**src/rtl/ahb_rr_arbiter_if.sv**
```systemverilog
// Arbiter-side bundle of the shared AHB port: requests, muxed owner control and handover.
// master: request/control side (masters plus slave Hready); slave: the arbiter itself.
interface ahb_rr_arbiter_if #(
   parameter int NUM_MST = 2,
   parameter int MST_W   = 1
);
   logic [NUM_MST-1:0] Hbusreq;
   logic [NUM_MST-1:0] Hlock;
   logic [1:0]         Htrans;
   logic [2:0]         Hburst;
   logic               Hready;
   logic [NUM_MST-1:0] Hgrant;
   logic [MST_W-1:0]   Hmaster;
   logic [MST_W-1:0]   Hmaster_d;
   logic               Hmastlock;

   modport master (
      output Hbusreq, Hlock, Htrans, Hburst, Hready,
      input  Hgrant, Hmaster, Hmaster_d, Hmastlock
   );

   modport slave (
      input  Hbusreq, Hlock, Htrans, Hburst, Hready,
      output Hgrant, Hmaster, Hmaster_d, Hmastlock
   );
endinterface

```
**src/rtl/ahb_rr_arbiter.sv**
```systemverilog
// Round-robin AHB arbiter: registered one-hot Hgrant, owner pipeline Hmaster/Hmaster_d.
// Ports: Hclk, Hresetn (async, low), bus (slave modport: Hbusreq/Hlock/Htrans/Hburst/Hready in).
module ahb_rr_arbiter #(
   parameter int NUM_MST     = 2,
   parameter int DEFAULT_MST = 0,
   parameter int MST_W       = 1
) (
   input logic             Hclk,
   input logic             Hresetn,
   ahb_rr_arbiter_if.slave bus
);

   localparam logic [1:0] TR_IDLE   = 2'd0;
   localparam logic [1:0] TR_BUSY   = 2'd1;
   localparam logic [1:0] TR_NONSEQ = 2'd2;
   localparam logic [1:0] TR_SEQ    = 2'd3;

   localparam logic [MST_W-1:0]   DEF    = MST_W'(DEFAULT_MST);
   localparam logic [NUM_MST-1:0] DEF_OH = NUM_MST'(1) << DEFAULT_MST;
   localparam logic [MST_W:0]     NUM_W  = (MST_W+1)'(NUM_MST);

   logic [NUM_MST-1:0] grant_q;
   logic [NUM_MST-1:0] grant_nxt;
   logic [MST_W-1:0]   mst_q;
   logic [MST_W-1:0]   mst_d_q;
   logic [MST_W-1:0]   rr_q;
   logic [MST_W-1:0]   gidx;
   logic [MST_W-1:0]   winner;
   logic [MST_W:0]     cand;
   logic               found;
   logic               lock_q;
   logic               freeze;
   logic [3:0]         cnt_q;
   logic [3:0]         cnt_nxt;

   always_comb begin
      gidx = '0;
      for (int i = 0; i < NUM_MST; i++) begin
         if (grant_q[i]) gidx = MST_W'(i);
      end
   end

   // Remaining fixed-burst beats after this edge's transfer.
   always_comb begin
      cnt_nxt = cnt_q;
      case (bus.Htrans)
         TR_NONSEQ: begin
            case (bus.Hburst[2:1])
               2'd1:    cnt_nxt = 4'd3;
               2'd2:    cnt_nxt = 4'd7;
               2'd3:    cnt_nxt = 4'd15;
               default: cnt_nxt = 4'd0;
            endcase
         end
         TR_SEQ:  cnt_nxt = (cnt_q == 4'd0) ? 4'd0 : cnt_q - 4'd1;
         TR_BUSY: cnt_nxt = cnt_q;
         TR_IDLE: cnt_nxt = 4'd0;
         default: cnt_nxt = 4'd0;
      endcase
   end

   // Post-edge count is used, so a burst starting on this edge freezes it.
   assign freeze = (cnt_nxt >= 4'd2) || bus.Hlock[gidx];

   // Search upward from the slot after the last winner, wrapping.
   always_comb begin
      winner = DEF;
      found  = 1'b0;
      cand   = '0;
      for (int i = 1; i <= NUM_MST; i++) begin
         cand = (MST_W+1)'(rr_q) + (MST_W+1)'(i);
         if (cand >= NUM_W) cand = cand - NUM_W;
         if (!found && bus.Hbusreq[cand[MST_W-1:0]]) begin
            found  = 1'b1;
            winner = cand[MST_W-1:0];
         end
      end
      grant_nxt         = '0;
      grant_nxt[winner] = 1'b1;
   end

   always_ff @(posedge Hclk or negedge Hresetn) begin
      if (!Hresetn) begin
         grant_q <= DEF_OH;
         mst_q   <= DEF;
         mst_d_q <= DEF;
         lock_q  <= 1'b0;
         cnt_q   <= 4'd0;
         rr_q    <= DEF;
      end else if (bus.Hready) begin
         mst_q   <= gidx;
         mst_d_q <= mst_q;
         lock_q  <= bus.Hlock[gidx];
         cnt_q   <= cnt_nxt;
         if (!freeze) begin
            grant_q <= grant_nxt;
            // Parking leaves the pointer where the last real winner left it.
            if (found) rr_q <= winner;
         end
      end
   end

   assign bus.Hgrant    = grant_q;
   assign bus.Hmaster   = mst_q;
   assign bus.Hmaster_d = mst_d_q;
   assign bus.Hmastlock = lock_q;

endmodule

```
**src/flat_wrapper.sv**
```systemverilog
// flat-port wrapper written by rule: the top's interface ports become plain ports
module ahb_rr_arbiter_flat 
#(
   parameter int NUM_MST     = 2,
   parameter int DEFAULT_MST = 0,
   parameter int MST_W       = 1
)
  (Hclk, Hresetn, bus_Hbusreq, bus_Hlock, bus_Htrans, bus_Hburst, bus_Hready, bus_Hgrant, bus_Hmaster, bus_Hmaster_d, bus_Hmastlock);
  ahb_rr_arbiter_if #(.NUM_MST(NUM_MST), .MST_W(MST_W)) bus_i ();
  input logic Hclk;
  input logic Hresetn;
  input wire logic [$bits(bus_i.Hbusreq)-1:0] bus_Hbusreq;
  input wire logic [$bits(bus_i.Hlock)-1:0] bus_Hlock;
  input wire logic [$bits(bus_i.Htrans)-1:0] bus_Htrans;
  input wire logic [$bits(bus_i.Hburst)-1:0] bus_Hburst;
  input wire logic [$bits(bus_i.Hready)-1:0] bus_Hready;
  output wire logic [$bits(bus_i.Hgrant)-1:0] bus_Hgrant;
  output wire logic [$bits(bus_i.Hmaster)-1:0] bus_Hmaster;
  output wire logic [$bits(bus_i.Hmaster_d)-1:0] bus_Hmaster_d;
  output wire logic [$bits(bus_i.Hmastlock)-1:0] bus_Hmastlock;
  assign bus_i.Hbusreq = bus_Hbusreq;
  assign bus_i.Hlock = bus_Hlock;
  assign bus_i.Htrans = bus_Htrans;
  assign bus_i.Hburst = bus_Hburst;
  assign bus_i.Hready = bus_Hready;
  assign bus_Hgrant = bus_i.Hgrant;
  assign bus_Hmaster = bus_i.Hmaster;
  assign bus_Hmaster_d = bus_i.Hmaster_d;
  assign bus_Hmastlock = bus_i.Hmastlock;
  ahb_rr_arbiter #(.NUM_MST(NUM_MST), .DEFAULT_MST(DEFAULT_MST), .MST_W(MST_W)) u_core (.Hclk(Hclk), .Hresetn(Hresetn), .bus(bus_i));
endmodule
```
**config.mk**
```make
export PLATFORM = sky130hd
export DESIGN_NAME = ahb_rr_arbiter_flat
export DESIGN_NICKNAME = d
export VERILOG_FILES = /design/src/rtl/ahb_rr_arbiter_if.sv /design/src/rtl/ahb_rr_arbiter.sv /design/src/flat_wrapper.sv
export SDC_FILE = /design/constraint.sdc
export NUM_CORES = 1
export LEC_CHECK = 0
export CAP_MARGIN = 15
export CORE_UTILIZATION = 45
export DETAILED_ROUTE_END_ITERATION = 8
export GPL_ROUTABILITY_DRIVEN = 0
export PLACE_DENSITY = 0.76
export SKIP_CTS_REPAIR_TIMING = 1
export SYNTH_ARGS = -nofsm -noshare
export SYNTH_HDL_FRONTEND = slang
export SYNTH_SLANG_ARGS = --single-unit
export TNS_END_PERCENT = 5
```
**constraint.sdc**
```tcl
create_clock -name Hclk -period 1.84 [get_ports Hclk]
set_clock_uncertainty 0.05 [all_clocks]
set_input_delay 0.46 -clock Hclk [delete_from_list [all_inputs] [get_ports Hclk]]
set_output_delay 0.46 -clock Hclk [all_outputs]
set_load 0.01 [all_outputs]
```
==> flow_summary.toml, run 1 <==
[logic_synthesis]
yosys.area.top_type_share_pct = 36.7
synth_top_area_cell = "dfrtp_1"
syn_nets = 73
syn_inst = 59
async_reset_ff_share_pct = 100
ys.flop_type = "dfrtp_1"
synth_edf_count = 0
syn_area_um2 = 614
synth_area_leaders = "dfrtp_1, o21ai_0, a32oi_4, dfstp_2, ha_1"
ys_seq_elements = 10
synth_seq_area_share_pct = 40.9
synth.distinct_cells = 31
yosysWarnings = 0
avgSynthCellArea_um2 = 10.4

[finish]
layout_common_cells = "clkdlybuf4s50_1, buf_4, dfrtp_1"
syn_to_final_growth_pct = 45.4
layout.nets = 100
drive_above_1_share_pct = 31.8
antenna_cells = 0
instances_no_fill = 99
mostFrequentLayoutCell = "clkdlybuf4s50_1"

[grt]
grt_pass1_vias = 523
grt_max_degree = 12
overflow = 0
grt_pass1_wl_um = 2080
antenna_found_initial = 0
use_met2_pct = 36.7
grt_usage_pct = 21.0
grt.met3_usage_pct = 6.94
met1_usage_pct = 23.4
grt.busiest_layer = "met2"

[setup_path]
path_cells = "clkdlybuf4s50_1, or2_1, a22o_1, nor3_2, and3_4, a31oi_1"
r2r_start = "u_core.cnt_q[0]"
path_max_fanout = 3
worstSetupEndpointType = "flop"
crit_arrival_ns = 1.87
required_ns = 1.94
r2r-end = "u_core.rr_q"
crit_slowest_cell = "clkdlybuf4s50_1"
start_kind = "input port"
rr_worst_depth = 5
path_class = "in2reg"
cp_slowest_stage_delay_ns = 0.41
r2r_slack_ns = 0.09

[worst_hold_path]
hold_path_end = "u_core.bus.Hmastlock"
hold_path_depth = 1
min_from = "u_core.bus.Hmastlock"
hp-class = "reg2reg"

[floorplanning]
die_width_um = 39.0
rows = 12
coreArea_mm2 = 0.00119
die_area_mm2 = 0.00152
chipHeight_um = 39.0
io-pin-count = 17
start_util_pct = 51.8

[placement]
hpwl_um = 1010
dp_cells = 95
io_buffers = 15

[clock_tree]
cts-root-buf = "clkbuf_4"
cts_made_buffers = 3
cts_tree = "done"
cts_buffer_depth = 2
cts_sinks = 10
clkLatencyLatePin_ns = 0.26
htreeDepth = 1
clkTransAtPathRegs_ns = 0.07

[timing]
tightestPinTransition_ns = 0.437
finalCritPeriodShare_pct = 96.4
fin_crit_ns = 1.77
setup_viol = 0
relSlewSlack_pct = 70.7
slew_viol_final = 0
hold_viol = 0
tns_ns = 0
timing.fmax_ghz = 0.564
rsz0062_at_grt = "false"

[route]
drtIter0Drc = 5
drt-pass1-iter-count = 3
drt-wirelength-per-cell_um = 12.8
drc = 0
via_per_inst = 5.33
ant_nets = 0
num_vias = 528
routed_wl_um = 1270

[power]
peakVddDrop_mv = 0.640
p_per_area_mw_per_mm2 = 1020
leakagePower_nw = 0.390

[outcome]
status = "finished, final reports clean"

[flow_run]
maxCapViolations = 0
==> critical path: cells and delay by family <==
family,cells,cell delay (ns)
AOI/OAI and AO/OA,2,0.35
and+or+nand+nor,3,0.66
buffers and inverters,1,0.41
==> power by group <==
| group | internal [W] | switching [W] | total, W |
|---|---|---|---|
| sequential | 0.000294 | 0.0000580 | 0.000352 |
| clock | 0.000120 | 0.0000759 | 0.000196 |
| combinational | 0.000212 | 0.000149 | 0.000361 |
==> state kept, by name (all words and copies together), names as in the netlist <==
| register | cells |
|---|---|
| u_core.rr_q | 1 |
| u_core.cnt_q | 4 |
| u_core.bus.Hmaster_d | 1 |
| u_core.bus.Hgrant | 2 |
| u_core.bus.Hmaster | 1 |
| u_core.bus.Hmastlock | 1 |
==> synth_stat cells (all sizes together) (2+ instances only) <==
cell	n
nand2	5
nor2	4
a31oi	2
inv	3
a22o	2
mux2	3
o21ai	7
o21a	2
ha	2
nor2b	3
dfrtp	9
==> logic make-up after synthesis <==
logic type               share of synthesized area, %
XOR/XNOR                                         1.43
AND/OR/NAND/NOR                                  18.9
AO/OA/AOI/OAI                                    23.2
adder cells (fa/ha/maj)                          4.07
multiplexers                                     7.74
buffers and inverters                            3.67
flip-flops                                       40.9
==> per-layer routing <==
layer | up-vias | part of all wire (%)
met5 | - | 0
met2 | 13 | 50
met3 | 0 | 4.8
met1 | 250 | 45
met4 | 0 | 0
li1 | 265 | -
==> how the worst max path moves through the flow <==
| stage | from | end | slack (ns) | cells after the start |
|---|---|---|---|---|
| after floorplan | u_core.cnt_q[2] | u_core.rr_q | 0.16 | 5 |
| after global placement | bus_Htrans[1] | u_core.rr_q | -0.34 | 6 |
| after detailed placement | bus_Htrans[1] | u_core.rr_q | -0.38 | 6 |
| after CTS | bus_Htrans[1] | u_core.rr_q | -0.11 | 6 |
| after global routing | u_core.cnt_q[0] | u_core.rr_q | 0.005 | 7 |
| final | bus_Hburst[1] | u_core.rr_q | 0.07 | 6 |
==> through the flow <==
step,hold WS [ns],utilization [%],area [um^2],total power [W],setup WS (ns)
5_1_grt,0.453,75.3,893,0.000973,0.00534
4_1_cts,0.443,73.7,875,0.000915,-0.107
2_1_floorplan,0.114,-,614,0.000548,0.161
3_3_place_gp,0.419,70.7,838,0.000696,-0.344
3_5_place_dp,0.424,70.7,838,0.000713,-0.376
6_report,0.438,75.3,893,0.000909,0.0656
==> area by class of cell <==
cell class,instances,area (um^2)
multi-input cells,44,354
fillers,94,293
flip-flops and latches,10,251
repair buffers,24,223
clock buffers,4,36.3
well taps,14,17.5
inverters,3,11.3
Note: power is estimated with default switching activity, not from simulation.
==> run 2, diff against run 1 <==
--- a/config.mk
+++ b/config.mk
@@ -14,4 +14,3 @@
 export SYNTH_ARGS = -nofsm -noshare
 export SYNTH_HDL_FRONTEND = slang
 export SYNTH_SLANG_ARGS = --single-unit
-export TNS_END_PERCENT = 5
==> results of run 2 <==
Same layout as run 1: the final DEF is identical, and so are final timing and power.
